<file path="src/rtl/flash_playback_seq_if.sv">
// Flash read port: one 32-bit word per request, req held until a one-cycle ack.
interface flash_playback_seq_if #(
    parameter int unsigned ADDR_W = 23
);
    logic              req;
    logic [ADDR_W-1:0] addr;
    logic              ack;
    logic [31:0]       rdata;

    modport master (output req, output addr, input ack, input rdata);
    modport slave  (input req, input addr, output ack, output rdata);
endinterface

</file>
<file path="src/rtl/flash_playback_seq.sv">
// Playback sequencer: streams a flash word region one byte per tick, forward or reverse.
// Define FLASH_SEQ_UNDERRUN_CNT_EN to build the saturating underrun counter.
module flash_playback_seq #(
    parameter int unsigned       ADDR_W     = 23,
    parameter logic [ADDR_W-1:0] START_ADDR = '0,
    parameter logic [ADDR_W-1:0] END_ADDR   = 23'h7FFFF
) (
    input  logic                 clk,
    input  logic                 rst,
    input  logic                 sample_tick_i,
    input  logic                 play_i,
    input  logic                 reverse_i,
    input  logic                 restart_i,
    flash_playback_seq_if.master flash,
    output logic [7:0]           byte_out_o,
    output logic                 byte_valid_o,
    output logic                 underrun_o,
    output logic                 wrapped_o,
    output logic [15:0]          underrun_count_o
);
    typedef enum logic [1:0] {S_IDLE, S_FETCH, S_READY} state_e;

    state_e            state_q, state_d;
    logic [ADDR_W-1:0] wptr_q, wptr_d;
    logic [ADDR_W-1:0] addr_q, addr_d;
    logic [1:0]        bidx_q, bidx_d;
    logic [31:0]       buf_q, buf_d;
    logic              discard_q, discard_d;
    logic [7:0]        byte_q, byte_d;
    logic              byte_valid_q, byte_valid_d;
    logic              underrun_q, underrun_d;
    logic              wrapped_q, wrapped_d;
    logic              tick;

    always_ff @(posedge clk) begin
        if (rst) begin
            state_q      <= S_IDLE;
            wptr_q       <= START_ADDR;
            addr_q       <= START_ADDR;
            bidx_q       <= '0;
            buf_q        <= '0;
            discard_q    <= 1'b0;
            byte_q       <= '0;
            byte_valid_q <= 1'b0;
            underrun_q   <= 1'b0;
            wrapped_q    <= 1'b0;
        end else begin
            state_q      <= state_d;
            wptr_q       <= wptr_d;
            addr_q       <= addr_d;
            bidx_q       <= bidx_d;
            buf_q        <= buf_d;
            discard_q    <= discard_d;
            byte_q       <= byte_d;
            byte_valid_q <= byte_valid_d;
            underrun_q   <= underrun_d;
            wrapped_q    <= wrapped_d;
        end
    end

    always_comb begin
        state_d      = state_q;
        wptr_d       = wptr_q;
        addr_d       = addr_q;
        bidx_d       = bidx_q;
        buf_d        = buf_q;
        discard_d    = discard_q;
        byte_d       = byte_q;
        byte_valid_d = 1'b0;
        underrun_d   = 1'b0;
        wrapped_d    = 1'b0;
        tick         = sample_tick_i && play_i && !restart_i;

        unique case (state_q)
            S_IDLE: begin
                state_d    = S_FETCH;
                addr_d     = wptr_q;
                underrun_d = tick;
            end
            S_FETCH: begin
                underrun_d = tick;
                if (flash.ack) begin
                    if (discard_q) begin
                        discard_d = 1'b0;
                        addr_d    = wptr_q;
                    end else begin
                        buf_d   = flash.rdata;
                        state_d = S_READY;
                    end
                end
            end
            S_READY: begin
                if (tick) begin
                    byte_d       = buf_q[{bidx_q, 3'b000} +: 8];
                    byte_valid_d = 1'b1;
                    if (!reverse_i) begin
                        bidx_d = bidx_q + 2'd1;
                        if (bidx_q == 2'd3) begin
                            state_d = S_FETCH;
                            if (wptr_q == END_ADDR) begin
                                wptr_d    = START_ADDR;
                                wrapped_d = 1'b1;
                            end else begin
                                wptr_d = wptr_q + ADDR_W'(1);
                            end
                            addr_d = wptr_d;
                        end
                    end else begin
                        bidx_d = bidx_q - 2'd1;
                        if (bidx_q == 2'd0) begin
                            state_d = S_FETCH;
                            if (wptr_q == START_ADDR) begin
                                wptr_d    = END_ADDR;
                                wrapped_d = 1'b1;
                            end else begin
                                wptr_d = wptr_q - ADDR_W'(1);
                            end
                            addr_d = wptr_d;
                        end
                    end
                end
            end
            default: state_d = S_IDLE;
        endcase

        // An in-flight request keeps its address; its data is dropped via discard.
        if (restart_i) begin
            wptr_d  = reverse_i ? END_ADDR : START_ADDR;
            bidx_d  = reverse_i ? 2'd3 : 2'd0;
            state_d = S_FETCH;
            if (state_q == S_FETCH && !flash.ack) begin
                discard_d = 1'b1;
            end else begin
                discard_d = 1'b0;
                addr_d    = wptr_d;
            end
        end
    end

    assign flash.req    = (state_q == S_FETCH);
    assign flash.addr   = addr_q;
    assign byte_out_o   = byte_q;
    assign byte_valid_o = byte_valid_q;
    assign underrun_o   = underrun_q;
    assign wrapped_o    = wrapped_q;

`ifdef FLASH_SEQ_UNDERRUN_CNT_EN
    logic [15:0] ucnt_q;

    always_ff @(posedge clk) begin
        if (rst) begin
            ucnt_q <= '0;
        end else if (underrun_d && ucnt_q != 16'hFFFF) begin
            ucnt_q <= ucnt_q + 16'd1;
        end
    end

    assign underrun_count_o = ucnt_q;
`else
    assign underrun_count_o = '0;
`endif
endmodule
</file>
<file path="src/flat_wrapper.sv">
// flat-port wrapper written by rule: the top's interface ports become plain ports
module flash_playback_seq_flat 
#(
    parameter int unsigned       ADDR_W     = 23,
    parameter logic [ADDR_W-1:0] START_ADDR = '0,
    parameter logic [ADDR_W-1:0] END_ADDR   = 23'h7FFFF
)
  (clk, rst, sample_tick_i, play_i, reverse_i, restart_i, byte_out_o, byte_valid_o, underrun_o, wrapped_o, underrun_count_o, flash_req, flash_addr, flash_ack, flash_rdata);
  flash_playback_seq_if #(.ADDR_W(ADDR_W)) flash_i ();
  input  logic clk;
  input  logic rst;
  input  logic sample_tick_i;
  input  logic play_i;
  input  logic reverse_i;
  input  logic restart_i;
  output logic [7:0] byte_out_o;
  output logic byte_valid_o;
  output logic underrun_o;
  output logic wrapped_o;
  output logic [15:0] underrun_count_o;
  output wire logic [$bits(flash_i.req)-1:0] flash_req;
  output wire logic [$bits(flash_i.addr)-1:0] flash_addr;
  input wire logic [$bits(flash_i.ack)-1:0] flash_ack;
  input wire logic [$bits(flash_i.rdata)-1:0] flash_rdata;
  assign flash_req = flash_i.req;
  assign flash_addr = flash_i.addr;
  assign flash_i.ack = flash_ack;
  assign flash_i.rdata = flash_rdata;
  flash_playback_seq #(.ADDR_W(ADDR_W), .START_ADDR(START_ADDR), .END_ADDR(END_ADDR)) u_core (.clk(clk), .rst(rst), .sample_tick_i(sample_tick_i), .play_i(play_i), .reverse_i(reverse_i), .restart_i(restart_i), .flash(flash_i), .byte_out_o(byte_out_o), .byte_valid_o(byte_valid_o), .underrun_o(underrun_o), .wrapped_o(wrapped_o), .underrun_count_o(underrun_count_o));
endmodule
</file>
<file path="config.mk">
export PLATFORM = sky130hd
export DESIGN_NAME = flash_playback_seq_flat
export DESIGN_NICKNAME = d
export VERILOG_FILES = /design/src/rtl/flash_playback_seq_if.sv /design/src/rtl/flash_playback_seq.sv /design/src/flat_wrapper.sv
export SDC_FILE = /design/constraint.sdc
export NUM_CORES = 1
export LEC_CHECK = 0
export ABC_AREA = 1
export CAP_MARGIN = 20
export CORE_UTILIZATION = 51
export DETAILED_ROUTE_END_ITERATION = 7
export GPL_ROUTABILITY_DRIVEN = 0
export PLACE_DENSITY = 0.75
export SLEW_MARGIN = 20
export SYNTH_ARGS = -nofsm -noshare
export SYNTH_HDL_FRONTEND = slang
export SYNTH_SLANG_ARGS = --single-unit
</file>
<file path="constraint.sdc">
create_clock -name clk -period 2.2 [get_ports clk]
set_input_delay 0.66 -clock clk [delete_from_list [all_inputs] [get_ports clk]]
set_output_delay 0.66 -clock clk [all_outputs]
set_load 0.02 [all_outputs]
</file>
=== Word-level counts from Yosys, hierarchy flattened ===
Cells that the tools add are included.
Widths: inputs -> output; s select.

* Add/sub/neg operators: 4
* Equal/unequal tests: 15
* Shifts and indexed selects: 1
* Muxes and demuxes: 41
* Bitwise gates (word level): 4
* Reductions and logical operators: 25

{| class="wikitable"
|+ Operators by type and width
! operator !! number
|-
| $mux 23 || 16
|-
| $pmux 23 s3 || 1
|-
| $shiftx 32x6->8 || 1
|-
| $add 23x1->23 const B || 1
|-
| $eq 23x19->1 const B || 1
|-
| $logic_not 23->1 || 1
|-
| $sub 23x1->23 const B || 1
|-
| $mux 2 || 11
|-
| $mux 19 || 1
|-
| $ne 3x2->1 const B || 4
|-
| $mux 1 || 11
|-
| $reduce_and 5->1 || 2
|-
| $ne 4x3->1 const B || 2
|-
| $reduce_bool 2->1 || 4
|-
| $reduce_or 2->1 || 4
|-
| $pmux 2 s3 || 1
|-
| $reduce_and 2->1 || 3
|-
| $eq 2x2->1 const B || 2
|-
| $logic_not 2->1 || 2
|-
| $ne 2x1->1 const B || 2
|-
| $not 1->1 || 4
|-
| $reduce_and 4->1 || 1
|-
| $logic_and 1x1->1 || 3
|-
| $ne 3x1->1 const B || 1
|-
| other kinds (9) || 10
|}

* Register bits after elaboration: 94
* Input bits: 39
* Output and inout port bits: 51
* Logic and storage cells: 101

=== Logic depth before layout (Yosys ltp) ===
Gate-level depths: netlist of run 1.

* Depth in word-level cells: 8
* Mapped depth: 13
* Depth with buffers taken out: 13

=== Least setup slack after synthesis of run 1 ===
OpenSTA, ideal clock, no wires.

* Path type: input port to flip-flop
* Start: input restart_i
* End: register u_core.addr_q[19] (netlist: u_core.flash.addr[19])
* Setup time: 124 ps
* Data arrival time: 1739 ps
* Data required time: 2076 ps
* Slack: 337 ps
* Cell stages on the path: 8
* Buffers on the path: 2
* Path through: buf_2 inv_4 nand3_2 nand3_1 o21ai_2 buf_4 a221oi_1 a21oi_1

* Word-level cells in the longest chain between the ends: 6

{| class="wikitable"
|+ Ends and longest elaborated chain
! what !! RTL line !! RTL
|-
| from (decl) || flat_wrapper.sv:15 || <nowiki>input logic restart_i;</nowiki>
|-
| $logic_not 1->1 || flash_playback_seq.sv:72 || <nowiki>tick = sample_tick_i && play_i && !restart_i;</nowiki>
|-
| $logic_and 1x1->1 || flash_playback_seq.sv:72 ||
|-
| $mux 23 || flash_playback_seq.sv:93 || <nowiki>if (tick) begin</nowiki>
|-
| $pmux 23 s3 || flash_playback_seq.sv:74 || <nowiki>unique case (state_q)</nowiki>
|-
| $mux 23 || flash_playback_seq.sv:131 || <nowiki>if (state_q == S_FETCH && !flash.ack) begin</nowiki>
|-
| $mux 23 (*) || flash_playback_seq.sv:127 || <nowiki>if (restart_i) begin</nowiki>
|-
| to (signal assigned) || flash_playback_seq.sv:50 || <nowiki>addr_q <= addr_d;</nowiki>
|-
| to (decl) || flash_playback_seq.sv:25 || <nowiki>logic [ADDR_W-1:0] addr_q, addr_d;</nowiki>
|}

Mark *: on every way between the ends. The rest lies on a longest branch, timed or not.
A chain may end at the register's enable or synchronous reset.

=== Worst setup path after layout of run 1 ===
* Start: input play_i
* End: register u_core.wptr_q[14]

* Word-level cells in the longest chain between the ends: 4

{| class="wikitable"
|+ Ends and longest elaborated chain
! what !! RTL line !! RTL
|-
| from (decl) || flat_wrapper.sv:13 || <nowiki>input logic play_i;</nowiki>
|-
| $logic_and 1x1->1 (2 in a row) || flash_playback_seq.sv:72 ||
|-
| $reduce_bool 2->1 (no source line) || -- ||
|-
| $reduce_and 4->1 (no source line) || -- ||
|-
| to (signal assigned) || flash_playback_seq.sv:49 || <nowiki>wptr_q <= wptr_d;</nowiki>
|-
| to (decl) || flash_playback_seq.sv:24 || <nowiki>logic [ADDR_W-1:0] wptr_q, wptr_d;</nowiki>
|}

No other way between the ends.

==> summary.md, run 1 <==
| Metric | Value |
|---|---|
| Longest Clk Path Bufs | 2 |
| WL met1 | 8770 um |
| Syn_area_per_cell | 6.23 um^2 |
| Vias | 7536 |
| Wire per inst | 16.0 um |
| Post-layout min period | 2.10 ns |
| Critical-path cell list | clkdlybuf4s50_1, nand2_1, nor2_1, nand2_2, nand2_4, buf_4, inv_2, a21oi_1, o21ai_1, inv_1 |
| Worst-skew pair later-pin latency | 0.36 ns |
| Post-synthesis sequential area ratio | 28.6% |
| Number of synthesized flops with an enable pin | 0 |
| Power Internal | 3130 uW |
| Worst EP arrival | 2.41 ns |
| CTS tree | done |
| Number of DRC markers in iteration 0 | 796 |
| Slew Limit Headroom | 62.8% |
| Crit. End Element | flip-flop |
| Endpoints failing setup | 0 |
| First-pass DRT Iterations | 8 |
| Die footprint | 13400 um^2 |
| Max stage delay on crit path | 0.48 ns |
| Part of the power in combinational logic | 27.1% |
| Post-Syn Area | 6580 um^2 |
| I/O Pins | 90 |
| Ant. Diodes | 0 |
| CP required | 2.51 ns |
| Initial antenna violation count | 0 |
| Tot Pwr | 4880 uW |
| Fin crit share | 95.3% |
| Layout Nets | 1197 |
| Crit Path Class | in -> reg |
| CTS Root Cell | clkbuf_16 |
| Post-CTS Setup Repair Bufs | 0 |
| Critical path peak fanout | 17 |
| FMAX | 477 MHz |
| GRT Util Overall | 33.1% |
| Ranking of synthesized cells by area | dfxtp_1, nand2_1, o21ai_0 |
| Core Box Area | 12600 um^2 |
| Max Cap Viol | 0 |
| Status | finished clean |
| Top Layer Used | met4 |
| CP max-delay cell | clkdlybuf4s50_1 |
| Vias per cell | 5.66 |
| First-pass GRT wire length | 34200 um |
| Fraction of final layout cells sized beyond drive strength 1 | 13.5% |
| Final Slew Violations | 0 |
| CTS clk-pin slew, worst paths | 0.08 ns |
| Synth area leader | dfxtp_1 |
| Largest net degree at the start of global routing | 42 |
| Largest vdd supply drop | 0.438 mV |
| Total Routed Length | 21300 um |
| Final HPWL DP | 16500 um |
| Register area | 1880 um^2 |
| Clock Power Share | 32.9% |
| Std cell rows | 41 |
| Met3 WL post-DR | 2340 um |
| Post-route antenna net violation count | 0 |
| Starting Density | 52.2% |
| Worst slew pin tran | 0.554 ns |
| Vias in the first global route | 6819 |
| Setup ws final | 0.104 ns |
| PortBufs | 73 |
| Synthesis-to-layout area growth | 23.5% |
| Final hold viol count | 0 |
| Post-CTS Hold Buffers | 0 |
| Filler cell count | 1196 |
| Hold crit path type | reg -> reg |
| Power per cell area | 600 nW/um^2 |
| Sequential share of power | 40.0% |
| RSZ-0062 raised after global routing | false |
| Library cells used by synthesis | 45 |
| Switching share of power | 35.9% |
| Detail Route met2 WL | 9520 um |
| Clk_skew | 0.0115 ns |
| Chip height | 116 um |
| # placed instances | 1316 |
| Yosys reg bits | 94 |
| Finished Layout Cells | 1332 |
| CTS resizes | 1 |
| Multi-input logic area | 3850 um^2 |
| Setup crit start kind | input pin |
| Die width | 116 um |
| DRC | 0 |
| Asr flop ratio synth | 0% |
| Prevailing post-synth register cell | dfxtp_1 |
| Cells after Synth | 1056 |
| Switching power total | 1750 uW |
| Clock Sinks | 94 |
| H-tree depth | 3 |
| Pre-CTS WS | -0.173 ns |
| Congestion Overflow GR | 0 |
| Setup TNS | 0 ns |
| Total leakage power | 0.00355 uW |
| Yosys top cell area share | 28.6% |
| Yosys Warn Count | 0 |
| Final core occ | 64.4% |
| CTS Buf Count | 9 |
-- sequential cells by signal, summed over array words and instances, names as in the netlist --
register and count:
u_core.buf_q 32, u_core.flash.addr 23, u_core.wptr_q 23, u_core.byte_out_o 8, u_core.bidx_q 2, u_core.state_q 2
u_core.byte_valid_o 1, u_core.discard_q 1, u_core.underrun_o 1, u_core.wrapped_o 1
-- path summary, 6_finish.rpt --
kind / from / endpoint / slack, ns / depth (start not counted)
worst max-delay path: play_i / u_core.wptr_q[14] / 0.10 / 10
worst min-delay path: u_core.buf_q[28] / u_core.buf_q[28] / 0.45 / 2
worst max register to register: u_core.wptr_q[0] / u_core.flash.addr[8] / 0.19 / 10
worst min register to register: u_core.buf_q[28] / u_core.buf_q[28] / 0.45 / 2
-- cells by family (layout without fill, tap and decap cells) --
family                   after synthesis  in the layout  synth area share, %
AO/OA/AOI/OAI                        266            266                 22.3
XOR/XNOR                              11             11                 1.46
adder cells (fa/ha/maj)                3              3                0.570
buffers and inverters                202            291                 13.8
flip-flops                            94             94                 28.6
other                                  1             16               0.0570
AND/OR/NAND/NOR                      479            479                 33.2
-- placed cells by master (no fill, tap or decap), types with 2 or more instances in the layout --
cell,Yosys,layout
nor3_1,4,4
inv_1,112,112
nand4_1,25,25
nand3b_1,9,9
o21ai_2,2,2
a21oi_1,85,85
inv_6,0,2
a221oi_1,6,6
o211ai_1,8,8
clkinv_8,0,2
clkdlybuf4s50_1,0,72
o21ai_1,20,20
nand2_1,183,183
a22oi_1,6,6
nor2_2,23,23
nor2_4,7,7
a31oi_1,16,16
nand3_2,2,2
a211oi_1,7,7
ha_1,3,3
nand2_2,9,9
clkinv_1,2,2
clkbuf_16,0,9
or2_2,4,4
buf_4,22,72
nor2_1,123,123
inv_2,8,7
o31ai_1,3,3
nand3_1,86,86
conb_1,1,16
xor2_1,11,11
dfxtp_1,94,93
buf_12,0,7
o21ai_0,106,106
nor4_1,2,2
inv_4,1,2
-- per-layer routing --
layer	track usage, %	vias to the layer above
met2	52.8	431
met3	5.86	59
met1	44.2	3377
met5	0	-
li1	-	3669
met4	14.2	0
-- power by group through the flow --
stage,clock network (uW),registers (uW),logic [uW]
2_1_floorplan,0,1960,835
3_3_place_gp,0,1980,1280
3_5_place_dp,0,1980,1290
4_1_cts,1610,1940,1300
5_1_grt,1670,1970,1450
6_report,1610,1950,1320
-- stage by stage --
| stage | area [um^2] | hold slack [ns] |
|---|---|---|
| finish | 8130 | 0.454 |
| CTS | 8130 | 0.455 |
| floorplan | 6640 | 0.429 |
| global placement | 7830 | 0.439 |
| global route | 8130 | 0.474 |
| detailed placement | 7830 | 0.445 |
-- Yosys cell counts (2+ instances only) --
master and instances:
nand2_2 9, a31oi_1 16, a21oi_1 85, buf_2 31, nand2_1 183, a211oi_1 7, buf_1 3, dfxtp_1 94
buf_6 3, inv_2 8, nand4_1 25, nor2_2 23, a22oi_1 6, nand3b_1 9, xor2_1 11, a221oi_1 6
or2_2 4, nand3_1 86, nor3_1 4, o21ai_1 20, nor2_1 123, o211ai_1 8, buf_4 22, clkbuf_1 19
o21ai_2 2, nand3_2 2, o21ai_0 106, nor2_4 7, ha_1 3, nor4_1 2, clkinv_1 2, o31ai_1 3
inv_1 112
-- final cells by class --
class	instances	area share [%]
clock buffers	9	2.77
clock inverters	7	0.954
inverters	123	5.74
multi-input cells	775	47.4
flip-flops and latches	94	23.2
well taps	172	2.65
repair buffers	152	17.3
-- worst max-delay path: cells and delay by family --
| kind | cells | cell delay, ns |
|---|---|---|
| buffers and inverters | 4 | 0.96 |
| AND/OR/NAND/NOR | 4 | 0.49 |
| AO/OA/AOI/OAI | 2 | 0.31 |
Power figures use the tool's default switching activity.
==> run 2: changes to the inputs <==
- SLEW_MARGIN: 20 -> unset
==> results of run 2 <==
No change in the layout: final DEF, timing and power equal those of run 1.
